==> config.mk <==
export PLATFORM = sky130hd
export DESIGN_NAME = multdiv_unit
export DESIGN_NICKNAME = d
export VERILOG_FILES = /design/src/rtl/multdiv_unit.sv
export SDC_FILE = /design/constraint.sdc
export NUM_CORES = 1
export LEC_CHECK = 0
export CORE_ASPECT_RATIO = 0.5
export CORE_MARGIN = 4
export CORE_UTILIZATION = 38
export CTS_CLUSTER_DIAMETER = 50
export DETAILED_ROUTE_END_ITERATION = 16
export PLACE_DENSITY = 0.52
export SLEW_MARGIN = 15
export SYNTH_ARGS = -nofsm -noshare
export SYNTH_HDL_FRONTEND = slang
export SYNTH_SLANG_ARGS = --single-unit
==> constraint.sdc <==
create_clock -name clock -period 6.2 [get_ports clock]
set_clock_uncertainty 0.2 [all_clocks]
set_input_delay 0.93 -clock clock [delete_from_list [all_inputs] [get_ports clock]]
set_output_delay 0.93 -clock clock [all_outputs]
set_load 0.02 [all_outputs]
==> src/rtl/multdiv_unit.sv <==
// Iterative signed multiply/divide unit: shift-add multiply and restoring divide,
// one bit per cycle, with a registered result, an exception flag and a one-cycle ready pulse.
module multdiv_unit #(
  parameter int WIDTH = 32,
  parameter int CNT_W = 5
) (
  input  logic             clock,
  input  logic             reset,
  input  logic [WIDTH-1:0] data_operandA,
  input  logic [WIDTH-1:0] data_operandB,
  input  logic             ctrl_MULT,
  input  logic             ctrl_DIV,
  output logic [WIDTH-1:0] data_result,
  output logic             data_exception,
  output logic             data_resultRDY,
  output logic             busy
);

  typedef enum logic [1:0] {S_IDLE, S_MULT, S_DIV, S_DONE} state_t;

  state_t             state_q, state_d;
  logic [CNT_W-1:0]   cnt_q, cnt_d;
  logic               fin_q, fin_d;
  logic               sign_q, sign_d;
  logic [WIDTH-1:0]   a_q, a_d;
  logic [WIDTH-1:0]   hi_q, hi_d;
  logic [WIDTH-1:0]   lo_q, lo_d;
  logic [WIDTH-1:0]   result_q, result_d;
  logic               exc_q, exc_d;
  logic               rdy_q, rdy_d;
  logic               busy_q, busy_d;

  logic               start;
  logic [WIDTH-1:0]   mag_a, mag_b;
  logic [WIDTH:0]     mul_sum;
  logic [WIDTH:0]     div_shift;
  logic [2*WIDTH-1:0] prod, sprod;
  logic [WIDTH-1:0]   quo;
  logic               mul_exc;

  // a_q holds the multiplicand (MULT) or divisor (DIV); hi:lo is the partial
  // product for MULT and remainder:quotient for DIV.
  always_comb begin
    start     = ctrl_MULT | ctrl_DIV;
    mag_a     = data_operandA[WIDTH-1] ? (~data_operandA + 1'b1) : data_operandA;
    mag_b     = data_operandB[WIDTH-1] ? (~data_operandB + 1'b1) : data_operandB;
    mul_sum   = {1'b0, hi_q} + (lo_q[0] ? {1'b0, a_q} : '0);
    div_shift = {hi_q, lo_q[WIDTH-1]};
    prod      = {hi_q, lo_q};
    sprod     = sign_q ? (~prod + 1'b1) : prod;
    mul_exc   = !((&sprod[2*WIDTH-1:WIDTH-1]) || !(|sprod[2*WIDTH-1:WIDTH-1]));
    quo       = sign_q ? (~lo_q + 1'b1) : lo_q;

    state_d  = state_q;
    cnt_d    = cnt_q;
    fin_d    = fin_q;
    sign_d   = sign_q;
    a_d      = a_q;
    hi_d     = hi_q;
    lo_d     = lo_q;
    result_d = result_q;
    exc_d    = exc_q;
    rdy_d    = 1'b0;
    busy_d   = busy_q;

    if (start) begin
      cnt_d  = '0;
      fin_d  = 1'b0;
      sign_d = data_operandA[WIDTH-1] ^ data_operandB[WIDTH-1];
      hi_d   = '0;
      busy_d = 1'b1;
      if (ctrl_MULT) begin
        state_d = S_MULT;
        a_d     = mag_a;
        lo_d    = mag_b;
      end else begin
        state_d = S_DIV;
        a_d     = mag_b;
        lo_d    = mag_a;
      end
    end else begin
      case (state_q)
        S_MULT: begin
          if (fin_q) begin
            state_d  = S_DONE;
            result_d = sprod[WIDTH-1:0];
            exc_d    = mul_exc;
            rdy_d    = 1'b1;
            busy_d   = 1'b0;
          end else begin
            hi_d  = mul_sum[WIDTH:1];
            lo_d  = {mul_sum[0], lo_q[WIDTH-1:1]};
            cnt_d = cnt_q + 1'b1;
            if (cnt_q == '1) fin_d = 1'b1;
          end
        end
        S_DIV: begin
          if (fin_q) begin
            state_d = S_DONE;
            rdy_d   = 1'b1;
            busy_d  = 1'b0;
            if (a_q == '0) begin
              result_d = '0;
              exc_d    = 1'b1;
            end else begin
              result_d = quo;
              exc_d    = !sign_q && lo_q[WIDTH-1];
            end
          end else begin
            if (div_shift >= {1'b0, a_q}) begin
              hi_d = div_shift[WIDTH-1:0] - a_q;
              lo_d = {lo_q[WIDTH-2:0], 1'b1};
            end else begin
              hi_d = div_shift[WIDTH-1:0];
              lo_d = {lo_q[WIDTH-2:0], 1'b0};
            end
            cnt_d = cnt_q + 1'b1;
            if (cnt_q == '1) fin_d = 1'b1;
          end
        end
        S_DONE:  state_d = S_IDLE;
        default: state_d = S_IDLE;
      endcase
    end
  end

  always_ff @(posedge clock or negedge reset) begin
    if (!reset) begin
      state_q  <= S_IDLE;
      cnt_q    <= '0;
      fin_q    <= 1'b0;
      sign_q   <= 1'b0;
      a_q      <= '0;
      hi_q     <= '0;
      lo_q     <= '0;
      result_q <= '0;
      exc_q    <= 1'b0;
      rdy_q    <= 1'b0;
      busy_q   <= 1'b0;
    end else begin
      state_q  <= state_d;
      cnt_q    <= cnt_d;
      fin_q    <= fin_d;
      sign_q   <= sign_d;
      a_q      <= a_d;
      hi_q     <= hi_d;
      lo_q     <= lo_d;
      result_q <= result_d;
      exc_q    <= exc_d;
      rdy_q    <= rdy_d;
      busy_q   <= busy_d;
    end
  end

  assign data_result    = result_q;
  assign data_exception = exc_q;
  assign data_resultRDY = rdy_q;
  assign busy           = busy_q;

endmodule
==> qor.tcl, run 1 <==
set qor(run_status) {completed}
set qor(tritoncts.num_buffers) 17
set qor(clock.fmax_mhz) 205.3
set qor(dp_cells) 2268
set qor(pin_count) 103
set qor(critPathCapture) {data_exception}
set qor(syn-instance-count) 1781
set qor(post_cts_resize_count) 0
set qor(clock_tree_from_tritoncts) {done}
set qor(max_slew.worst_pin.slew_ns) 1.005
set qor(share_of_cells_above_drive_strength_1_pct) 6.795
set qor(worst-endpoint-arrival_ns) 5.01
set qor(drc_errors) 0
set qor(synth_compound_gate_area_share_pct) 28.40
set qor(top_cells_by_count_synth) {176 x sky130_fd_sc_hd__nand2_1, 171 x sky130_fd_sc_hd__o21ai_0, 156 x sky130_fd_sc_hd__nor2_1, 140 x sky130_fd_sc_hd__dfrtp_1, 122 x sky130_fd_sc_hd__a21oi_1}
set qor(clkSlewWorstSetupHoldPaths_ns) 0.07
set qor(synth_xor_xnor_area_share_pct) 10.45
set qor(ys_ff_latch) 140
set qor(synth.mux.area_fraction_pct) 1.985
set qor(syn_area_per_cell_um2) 7.716
set qor(clock_insertion_delay_worst_skew_ns) 0.46
set qor(fin_nets) 1953
set qor(yosys_warnings) 0
set qor(cts_hold_buffers) 0
set qor(cts.repair_timing.setup_buffer_count) 0
set qor(final_cells) 2300
set qor(slew_headroom_pct) 32.38
set qor(num-fill-cells) 3569
set qor(start_util_pct) 39.18
set qor(route.detailed.wl_per_inst_um) 23.36
set qor(pin_count_of_the_biggest_net_entering_global_routing) 91
set qor(maximum_vdd_drop_uv) 143.4
set qor(synth_simple_gate_area_share_pct) 21.92
set qor(grt_setup_unrepaired) {no}
set qor(critical_r2r_launch) {lo_q[0]}
set qor(drt_iter0_markers) 1483
set qor(netlist_area_um2) 13740
set qor(dominantRegCellSynth) {sky130_fd_sc_hd__dfrtp_1}
set qor(row_count) 48
set qor(first_global_vias) 13280
set qor(layout_min_cycle_time_ns) 4.871
set qor(totalNegativeSetupSlack_ns) 0
set qor(viasPerCell) 6.157
set qor(power.static_leakage_nw) 6.700
set qor(final.period_utilization_pct) 78.56
set qor(floorplan.core_area_um2) 35070
set qor(postSynth.asyncResetShare_pct) 100.0
set qor(critical_path.reg2reg.endpoint) {data_exception}
set qor(area_enclosed_by_the_die_boundary_um2) 39450
set qor(place_hpwl_mm) 40.52
set qor(vias) 14160
set qor(grt_pass1_wl_mm) 81.99
set qor(synthDominantCellAreaShare_pct) 25.49
set qor(fp.dieW_um) 276.9
set qor(synth_cell_type_count) 84
set qor(finalSetupViolations) 0
set qor(firstDrtPassIters) 6
set qor(main_combinational_cell_family_by_area_after_synthesis) {compound AO/OA/AOI/OAI gates}
set qor(timing_hold_violations_final) 0
set qor(cap_violations) 0
set qor(place.port_buffers) 102
set qor(clock_tree.buffer_depth) 2
set qor(cts.htree.levels) 4
set qor(syn2layout_area_growth_pct) 14.31
set qor(timing.reg2reg.worst_path_depth) 12
set qor(root_buffer) {sky130_fd_sc_hd__clkbuf_16}
set qor(crit_path_max_fanout) 7
set qor(critPathLaunchType) {register}
set qor(ys_seq_area_share_pct) 25.49
set qor(grt_antenna_before_repair) 1
set qor(critPathLaunch) {lo_q[0]}
set qor(fin_util_pct) 44.79
set qor(synth_fp_nets) 1922
set qor(n_antenna_cell) 0
set qor(grt_overflow_total) 0
set qor(die_h_um) 142.5
set qor(finalMaxSlewViolations) 0
set qor(postRouteWirelength_mm) 53.73
set qor(synthDominantAreaCellType) {sky130_fd_sc_hd__dfrtp_1}
set qor(worst-endpoint-required_ns) 6.34
set qor(timing.reg2reg.setup_slack_ns) 1.33
set qor(worst-setup-path-type) {reg2reg}
set qor(post-synth-top-count-cell) {sky130_fd_sc_hd__nand2_1}
set qor(place_congestion) 0.9534
set qor(cts_num_sinks) 140
set qor(power.density_nw_per_um2) 246.9
set qor(synthTopCellsByArea) {sky130_fd_sc_hd__dfrtp_1 25%, sky130_fd_sc_hd__xor2_1 7.1%, sky130_fd_sc_hd__ha_1 6.5%, sky130_fd_sc_hd__o21ai_0 6.2%, sky130_fd_sc_hd__nand2_1 4.8%}
set qor(drt.antenna.violating_nets) 0
set qor(hold_removal_path_class) {reg2reg}
set qor(synth_enable_flop_cells) 0
set qor(global_route.usage.total_pct) 26.79
set qor(yosys.area_share.adder_pct) 6.756
set qor(endpoint_kind) {register}
## per-layer routing
layer	wire length (µm)	share of wire [%]	track usage, %	vias to the layer above
met4	930	1.7	5.382	4
met1	25140	47	38.13	6881
met3	4810	9.0	7.999	83
li1	-	-	-	6624
met5	28	0.052	0	-
met2	22820	42	40.50	570
## critical path, stage by stage, from the launching register on
cell and delay [ns]:
sky130_fd_sc_hd__dfrtp_1 0.47, sky130_fd_sc_hd__inv_1 0.12, sky130_fd_sc_hd__ha_1 0.26, sky130_fd_sc_hd__or4b_1 0.55, sky130_fd_sc_hd__nor4_2 0.61, sky130_fd_sc_hd__nand4_1 0.48, sky130_fd_sc_hd__o41ai_1 0.44, sky130_fd_sc_hd__xor2_1 0.15
sky130_fd_sc_hd__or4_1 0.48, sky130_fd_sc_hd__or4_2 0.54, sky130_fd_sc_hd__nor4_1 0.16, sky130_fd_sc_hd__and4_1 0.24, sky130_fd_sc_hd__nor3_1 0.05
## per-stage QoR
step / power (W) / cell area, µm² / hold WS, ns / setup slack [ns]
detailed placement: 0.002802 / 15120 / 0.2699 / 1.421
finish: 0.003878 / 15710 / 0.2779 / 1.329
floorplan: 0.002169 / 13740 / 0.2971 / 1.897
global route: 0.004099 / 15710 / 0.3037 / 1.128
CTS: 0.003892 / 15710 / 0.2857 / 1.413
global placement: 0.002789 / 15120 / 0.2693 / 1.464
## flip-flops by register name, summed over array words and instances, names as in the netlist
register	cells
a_q	32
busy	1
cnt_q	5
data_exception	1
data_result	32
data_resultRDY	1
fin_q	1
hi_q	32
lo_q	32
sign_q	1
state_q	2
## worst min path at each step
stage	slack (ns)	cells past startpoint	end	from
2_1_floorplan	0.30	2	cnt_q[3]	cnt_q[3]
3_3_place_gp	0.27	2	data_result[28]	data_result[28]
3_5_place_dp	0.27	2	data_result[24]	data_result[24]
4_1_cts	0.29	2	data_result[24]	data_result[24]
5_1_grt	0.30	2	data_result[24]	data_result[24]
6_report	0.28	2	data_result[24]	data_result[24]
## placed cells by master (no fill, tap or decap), types with 41 or more instances in the layout
| master | n |
|---|---|
| sky130_fd_sc_hd__clkdlybuf4s50_1 | 99 |
| sky130_fd_sc_hd__xnor2_1 | 53 |
| sky130_fd_sc_hd__ha_1 | 70 |
| sky130_fd_sc_hd__inv_1 | 61 |
| sky130_fd_sc_hd__o21ai_0 | 171 |
| sky130_fd_sc_hd__nand3_1 | 41 |
| sky130_fd_sc_hd__nor2_1 | 153 |
| sky130_fd_sc_hd__dfrtp_1 | 139 |
| sky130_fd_sc_hd__a21oi_1 | 122 |
| sky130_fd_sc_hd__nor3_1 | 41 |
| sky130_fd_sc_hd__xor2_1 | 111 |
| sky130_fd_sc_hd__nand2_1 | 175 |
## layout make-up
| class | instances | area (µm²) | share of cell area (%) |
|---|---|---|---|
| well taps | 475 | 594.3 | 3.783 |
| clock inverters | 14 | 146.4 | 0.9319 |
| multi-input cells | 1462 | 9574 | 60.95 |
| flip-flops and latches | 140 | 3505 | 22.31 |
| repair buffers | 129 | 1217 | 7.750 |
| clock buffers | 18 | 439.2 | 2.796 |
| inverters | 62 | 232.7 | 1.481 |
## kinds of logic (layout without fill, tap and decap cells)
kind of cell,count (synthesis),count (layout)
AO/OA/AOI/OAI,590,590
XOR/XNOR,164,164
adder cells (fa/ha/maj),73,73
buffers and inverters,179,223
flip-flops,140,140
multiplexers,26,26
AND/OR/NAND/NOR,609,609
## power breakdown
group	switching [W]	internal (W)	leakage [nW]
sequential	0.000213	0.00107	1.74
combinational	0.000907	0.000612	4.68
clock	0.000495	0.000579	0.284
Note: power is estimated with default switching activity, not from simulation.
==> run 2, diff against run 1 <==
==> constraint.sdc (replaced) <==
create_clock -name clock -period 5 [get_ports clock]
set_clock_uncertainty 0.2 [all_clocks]
set_input_delay 0.75 -clock clock [delete_from_list [all_inputs] [get_ports clock]]
set_output_delay 0.75 -clock clock [all_outputs]
set_load 0.02 [all_outputs]
==> run 2 against run 1 <==
Net effect: sequential cell count did not move; setup slack got worse by 1.1 ns; core utilization rose by 0.83 points; die area unchanged; combinational power grew 30%; largest power group unchanged; wire length up 2.2%; cell count increased by 1.5%; clock-buffer cell count shrank 1; final area increased by 1.9%; clock power increased by 26%; critical path type unchanged.
==> qor.tcl, run 2 (synthesis results as in run 1) <==
set qor(dp_slack_ns) 0.4467 ;# -0.9746 ns
set qor(worst-setup-path-type) {reg2reg}
set qor(totalNegativeSetupSlack_ns) 0 ;# unchanged
set qor(cts_num_sinks) 140 ;# unchanged
set qor(final.period_utilization_pct) 94.49 ;# +16 points
set qor(clock_tree.buffer_depth) 2 ;# unchanged
set qor(die_h_um) 142.5 ;# unchanged
set qor(crit_path_max_fanout) 7 ;# unchanged
set qor(timing.reg2reg.setup_slack_ns) 0.28 ;# -1.05 ns
set qor(worst-endpoint-arrival_ns) 4.85 ;# -0.16 ns
set qor(cts.htree.levels) 4 ;# unchanged
set qor(firstDrtPassIters) 7 ;# +1
set qor(share_of_cells_above_drive_strength_1_pct) 8.396 ;# +1.6 points
set qor(cts.repair_timing.setup_buffer_count) 0 ;# unchanged
set qor(fp.dieW_um) 276.9 ;# unchanged
set qor(crit_chain) {inv_1 > ha_1 > or4b_1 > nor4_2 > nand4_1 > o41ai_1 > xor2_1 > or4_1 > or4_2 > nor4_1 > and4_1 > nor3_1}
set qor(grt_overflow_total) 0 ;# unchanged
set qor(clock_insertion_delay_worst_skew_ns) 0.46 ;# about the same
set qor(clock_tree_from_tritoncts) {done}
set qor(finalMaxSlewViolations) 0 ;# unchanged
set qor(layout.area.seq_um2) 3505 ;# unchanged
set qor(worst-endpoint-required_ns) 5.13 ;# -1.21 ns
set qor(syn2layout_area_growth_pct) 16.44
set qor(power.net_switching_w) 0.002092 ;# +30%
set qor(layout_min_cycle_time_ns) 4.724 ;# -0.1466 ns
set qor(postRouteWirelength_mm) 54.91 ;# +2.2%
set qor(fin_util_pct) 45.62 ;# +0.83 points
set qor(place_hpwl_mm) 42.41 ;# +4.7%
set qor(start_util_pct) 39.18 ;# unchanged
set qor(critical_path.slowest_cell) {sky130_fd_sc_hd__or4_2}
set qor(drt.antenna.violating_nets) 0 ;# unchanged
set qor(power.switching_fraction_pct) 42.75 ;# +1.1 points
set qor(pin_count_of_the_biggest_net_entering_global_routing) 110 ;# +21%
set qor(place_congestion) 0.9652 ;# +1.2%
set qor(seq_power_share_pct) 32.2 ;# -0.9 points
set qor(endpoint_kind) {register}
set qor(row_count) 48 ;# unchanged
set qor(pin_count) 103 ;# unchanged
set qor(slowest_delay_ns) 0.55 ;# -0.06 ns
set qor(power.combinational.fraction_pct) 40.2 ;# +1.0 points
set qor(cts_hold_buffers) 0 ;# unchanged
set qor(first_global_vias) 13580 ;# +2.3%
set qor(multi_input_gate_area_in_the_final_layout_um2) 9567 ;# about the same
set qor(route.detailed.wl_per_inst_um) 23.53 ;# +0.71%
set qor(global_route.usage.total_pct) 27.14 ;# +0.35 points
set qor(floorplan.core_area_um2) 35070 ;# unchanged
set qor(post_cts_resize_count) 0 ;# unchanged
set qor(grt_setup_unrepaired) {no}
set qor(num-fill-cells) 3549 ;# -0.56%
set qor(viasPerCell) 6.153 ;# about the same
set qor(run_status) {completed}
set qor(final_cell_mix) {176 x sky130_fd_sc_hd__nand2_1, 171 x sky130_fd_sc_hd__o21ai_0, 153 x sky130_fd_sc_hd__nor2_1}
set qor(grt_antenna_before_repair) 2 ;# +1
set qor(hold_removal_path_class) {in2async}
set qor(power.static_leakage_nw) 6.880 ;# +2.7%
set qor(cap_violations) 0 ;# unchanged
set qor(clkSlewWorstSetupHoldPaths_ns) 0.07 ;# about the same
set qor(power.share.clock_pct) 27.7 ;# about the same
set qor(critPathLaunchType) {register}
set qor(vias) 14360 ;# +1.4%
set qor(place.port_buffers) 102 ;# unchanged
set qor(timing_hold_violations_final) 0 ;# unchanged
set qor(drt_iter0_markers) 1259 ;# -15%
set qor(timing.reg2reg.worst_path_depth) 12 ;# unchanged
set qor(critical_r2r_launch) {lo_q[0]}
set qor(fin_nets) 1986 ;# +1.7%
set qor(root_buffer) {sky130_fd_sc_hd__clkbuf_16}
set qor(area_enclosed_by_the_die_boundary_um2) 39450 ;# unchanged
set qor(critical_path.reg2reg.endpoint) {data_exception}
set qor(drc_errors) 0 ;# unchanged
set qor(fin_worst_setup_slack_ns) 0.2757 ;# -1.053 ns
set qor(max_slew.worst_pin.slew_ns) 1.062 ;# +0.05729 ns
set qor(maximum_vdd_drop_uv) 178.6 ;# +25%
set qor(power.density_nw_per_um2) 305.7 ;# +24%
set qor(clock.fmax_mhz) 211.7 ;# +3.1%
set qor(finalSetupViolations) 0 ;# unchanged
set qor(tritoncts.num_buffers) 17 ;# unchanged
set qor(slew_headroom_pct) 29.18 ;# -3.2 points
set qor(cell_internal_pwr_w) 0.002801 ;# +24%
set qor(layout.cells.most_common) {sky130_fd_sc_hd__nand2_1}
set qor(grt_pass1_wl_mm) 82.80 ;# +0.99%
run 2: layout make-up:
cell class                 instances  area share, %
sequential                       140          21.90
antenna                            1        0.01564
tap                              475          3.714
clock buffer                      17          2.659
clock inverter                    15          1.235
multi-input combinational       1462          59.79
inverter                          62          1.454
timing repair buffer             162          9.235
run 2: critical path, delay by kind of cell (launching register included):
family / cells / cell delay, ns
xor+xnor: 1 / 0.15
fa+ha+maj: 1 / 0.23
compound gates: 1 / 0.45
buf+inv: 1 / 0.13
flops: 1 / 0.47
simple gates: 8 / 3.00
run 2: stage by stage:
stage | power (W) | instance area, µm² | std cells | hold WS [ns]
CTS | 0.004893 | 16000 | 2333 | 0.1502
global route | 0.005145 | 16000 | 2333 | 0.1648
detailed placement | 0.003531 | 15380 | 2301 | 0.2703
finish | 0.004892 | 16000 | 2334 | 0.1205
global placement | 0.003517 | 15380 | 2301 | 0.2679
floorplan | 0.002690 | 13740 | 1781 | 0.2544
run 2: power groups by stage:
stage	clock, W	sequential, W	combinational (W)
6_report	0.00135	0.00157	0.00197
5_1_grt	0.00142	0.00160	0.00212
4_1_cts	0.00137	0.00157	0.00195
3_5_place_dp	0	0.00159	0.00194
3_3_place_gp	0	0.00159	0.00193
2_1_floorplan	0	0.00162	0.00107
run 2: per-layer routing:
layer / vias to the layer above / wire (µm) / GRT usage, %
met5: - / 48 / 0
met3: 89 / 4624 / 6.720
met4: 6 / 1409 / 8.059
met2: 584 / 22780 / 40.23
li1: 6693 / - / -
met1: 6990 / 26040 / 39.10
run 2: how the worst max path moves through the flow:
stage                       start  slack [ns]  depth (start not counted)              to
after floorplan           lo_q[0]        0.70                         13  data_exception
after global placement    lo_q[0]        0.49                         12  data_exception
after detailed placement  lo_q[0]        0.45                         12  data_exception
after CTS                 lo_q[0]        0.41                         12  data_exception
after global routing      lo_q[0]        0.03                         12  data_exception
final                     lo_q[0]        0.28                         12  data_exception
==> run 3, diff against run 2 <==
--- a/config.mk
+++ b/config.mk
@@ -5,12 +5,14 @@
 export SDC_FILE = /design/constraint.sdc
 export NUM_CORES = 1
 export LEC_CHECK = 0
+export CAP_MARGIN = 20
 export CORE_ASPECT_RATIO = 0.5
 export CORE_MARGIN = 4
 export CORE_UTILIZATION = 38
 export CTS_CLUSTER_DIAMETER = 50
 export DETAILED_ROUTE_END_ITERATION = 16
 export PLACE_DENSITY = 0.52
+export REMOVE_ABC_BUFFERS = 1
 export SLEW_MARGIN = 15
 export SYNTH_ARGS = -nofsm -noshare
 export SYNTH_HDL_FRONTEND = slang
==> run 3 against run 2 <==
Net effect: register-to-register slack improved by 0.20 ns; critical path depth unchanged; via count is essentially flat; non-clock buffer count decreased by 9; total power decreased by 1.5%; sequential power is essentially flat; cell count decreased by 0.43%; worst hold slack better by 0.013 ns; final area down 0.76%; clock power down 3%; setup slack improved by 0.20 ns; combinational power about the same.
==> qor.tcl, run 3 (synthesis results as in run 1) <==
set qor(critical_path.slowest_cell) {sky130_fd_sc_hd__or4b_1}
set qor(floorplan.core_area_um2) 35070 ;# unchanged
set qor(drt_iter0_markers) 1415 ;# +12%
set qor(postRouteWirelength_mm) 55.27 ;# +0.65%
set qor(postPlaceCellArea_um2) 15300 ;# -0.47%
set qor(pin_count_of_the_biggest_net_entering_global_routing) 93 ;# -15%
set qor(num-fill-cells) 3579 ;# +0.85%
set qor(cap_violations) 0 ;# unchanged
set qor(first_global_vias) 13650 ;# +0.50%
set qor(final_cell_area_um2) 15880 ;# -0.76%
set qor(run_status) {completed}
set qor(global_route.usage.total_pct) 27.62 ;# +0.48 points
set qor(grt_setup_unrepaired) {no}
set qor(route.detailed.wl_per_inst_um) 23.78 ;# +1.1%
set qor(timing_hold_violations_final) 0 ;# unchanged
set qor(tritoncts.num_buffers) 17 ;# unchanged
set qor(totalNegativeSetupSlack_ns) 0 ;# unchanged
set qor(worst_hold_slack_ns) 0.1337 ;# +0.01310 ns
set qor(firstDrtPassIters) 5 ;# -2
set qor(place_congestion) 0.9670 ;# +0.19%
set qor(cts_hold_buffers) 0 ;# unchanged
set qor(critical_path.top_delay_family) {simple AND/OR/NAND/NOR gates}
set qor(hold_removal_path_class) {in2async}
set qor(finalMaxSlewViolations) 0 ;# unchanged
set qor(cts_num_sinks) 140 ;# unchanged
set qor(viasPerCell) 6.185 ;# +0.52%
set qor(power.static_leakage_nw) 6.810 ;# -1.0%
set qor(max_slew.worst_pin.slew_ns) 0.9480 ;# -0.1144 ns
set qor(clock.fmax_mhz) 221.1 ;# +4.4%
set qor(clock_tree.buffer_depth) 2 ;# unchanged
set qor(cts.repair_timing.setup_buffer_count) 0 ;# unchanged
set qor(post_cts_resize_count) 0 ;# unchanged
set qor(crit_path_max_fanout) 7 ;# unchanged
set qor(share_of_cells_above_drive_strength_1_pct) 7.846 ;# -0.55 points
set qor(slowest_delay_ns) 0.56 ;# about the same
set qor(finalSetupViolations) 0 ;# unchanged
set qor(layout.area.seq_um2) 3505 ;# unchanged
set qor(critPathLaunchType) {register}
set qor(layout_min_cycle_time_ns) 4.524 ;# -0.2005 ns
set qor(grt_overflow_total) 0 ;# unchanged
set qor(grt_antenna_before_repair) 1 ;# -1
set qor(fin_nets) 1977 ;# -0.45%
set qor(die_h_um) 142.5 ;# unchanged
set qor(root_buffer) {sky130_fd_sc_hd__clkbuf_16}
set qor(area_enclosed_by_the_die_boundary_um2) 39450 ;# unchanged
set qor(place.port_buffers) 102 ;# unchanged
set qor(drt.antenna.violating_nets) 0 ;# unchanged
set qor(final_cell_mix) {176 x sky130_fd_sc_hd__nand2_1, 171 x sky130_fd_sc_hd__o21ai_0, 154 x sky130_fd_sc_hd__nor2_1}
set qor(worst-endpoint-required_ns) 5.12 ;# about the same
set qor(worst-endpoint-arrival_ns) 4.65 ;# -0.20 ns
set qor(crit_chain) {inv_1 > ha_1 > or4b_1 > nor4_2 > nand4_1 > o41ai_1 > xor2_1 > or4_1 > or4_2 > nor4_1 > and4_1 > nor3_1}
set qor(cp.buffers_inverters) 1 ;# unchanged
set qor(vias) 14380 ;# +0.091%
set qor(place_hpwl_mm) 41.57 ;# -2.0%
set qor(grt_pass1_wl_mm) 84.63 ;# +2.2%
set qor(fp.dieW_um) 276.9 ;# unchanged
set qor(syn2layout_area_growth_pct) 15.56
set qor(clock_insertion_delay_worst_skew_ns) 0.45 ;# about the same
set qor(row_count) 48 ;# unchanged
set qor(cts.htree.levels) 4 ;# unchanged
set qor(maximum_vdd_drop_uv) 230.2 ;# +29%
set qor(multi_input_gate_area_in_the_final_layout_um2) 9574 ;# about the same
set qor(power.density_nw_per_um2) 303.6 ;# -0.71%
set qor(clkSlewWorstSetupHoldPaths_ns) 0.07 ;# about the same
set qor(pin_count) 103 ;# unchanged
set qor(slew_headroom_pct) 36.80 ;# +7.6 points
set qor(endpoint_kind) {register}
set qor(final.period_utilization_pct) 90.48 ;# -4.0 points
set qor(drc_errors) 0 ;# unchanged
set qor(layout.cells.most_common) {sky130_fd_sc_hd__nand2_1}
set qor(worst-setup-path-type) {reg2reg}
set qor(clock_tree_from_tritoncts) {done}
set qor(start_util_pct) 39.18 ;# unchanged
## run 3: layer usage
| layer | GRT usage [%] | up-vias | routed length, µm |
|---|---|---|---|
| met5 | 0 | - | 13 |
| met3 | 4.655 | 65 | 4010 |
| met1 | 41.05 | 7078 | 26760 |
| met2 | 42.19 | 560 | 23630 |
| met4 | 5.837 | 2 | 860 |
| li1 | - | 6670 | - |
## run 3: layout make-up
| cell class | instances | share of cell area, % |
|---|---|---|
| well taps | 475 | 3.743 |
| diodes | 1 | 0.01576 |
| inverters | 62 | 1.465 |
| flip-flops and latches | 140 | 22.07 |
| repair buffers | 153 | 8.801 |
| clock buffers | 17 | 2.679 |
| clock inverters | 14 | 0.9376 |
| multi-input cells | 1462 | 60.29 |
## run 3: stage by stage
step,total power (W),worst slack (ns),instances,utilization (%)
after floorplan,0.002639,-0.4803,1664,-
after global placement,0.003493,0.6148,2292,43.63
after detailed placement,0.003497,0.5262,2292,43.63
after CTS,0.004826,0.5562,2323,45.27
after global routing,0.005098,0.1977,2323,45.27
final,0.004821,0.4762,2324,45.28
## run 3: worst register-to-register path, cell delays in order, from the launching register on
cell                      delay, ns
sky130_fd_sc_hd__dfrtp_1       0.46
sky130_fd_sc_hd__inv_1         0.11
sky130_fd_sc_hd__ha_1          0.23
sky130_fd_sc_hd__or4b_1        0.56
sky130_fd_sc_hd__nor4_2        0.56
sky130_fd_sc_hd__nand4_1       0.23
sky130_fd_sc_hd__o41ai_1       0.37
sky130_fd_sc_hd__xor2_1        0.13
sky130_fd_sc_hd__or4_1         0.48
sky130_fd_sc_hd__or4_2         0.56
sky130_fd_sc_hd__nor4_1        0.23
sky130_fd_sc_hd__and4_1        0.24
sky130_fd_sc_hd__nor3_1        0.04
## run 3: power breakdown
group	switching, W	internal [W]	leakage (nW)	total (W)
clock	0.000604	0.000702	0.277	0.00131
sequential	0.000241	0.00133	1.74	0.00157
combinational	0.00117	0.000778	4.79	0.00194
total	0.00201	0.00281	6.81	0.00482
## run 3: final timing paths
check	start	to	slack, ns	cells after the start
setup / recovery	lo_q[0]	data_exception	0.48	12
setup reg to reg	lo_q[0]	data_exception	0.48	12
hold / removal	reset	a_q[13]	0.13	1
min in group clock	data_result[14]	data_result[14]	0.28	2
hold reg to reg	data_result[14]	data_result[14]	0.28	2
max in group asynchronous	reset	hi_q[31]	3.34	2
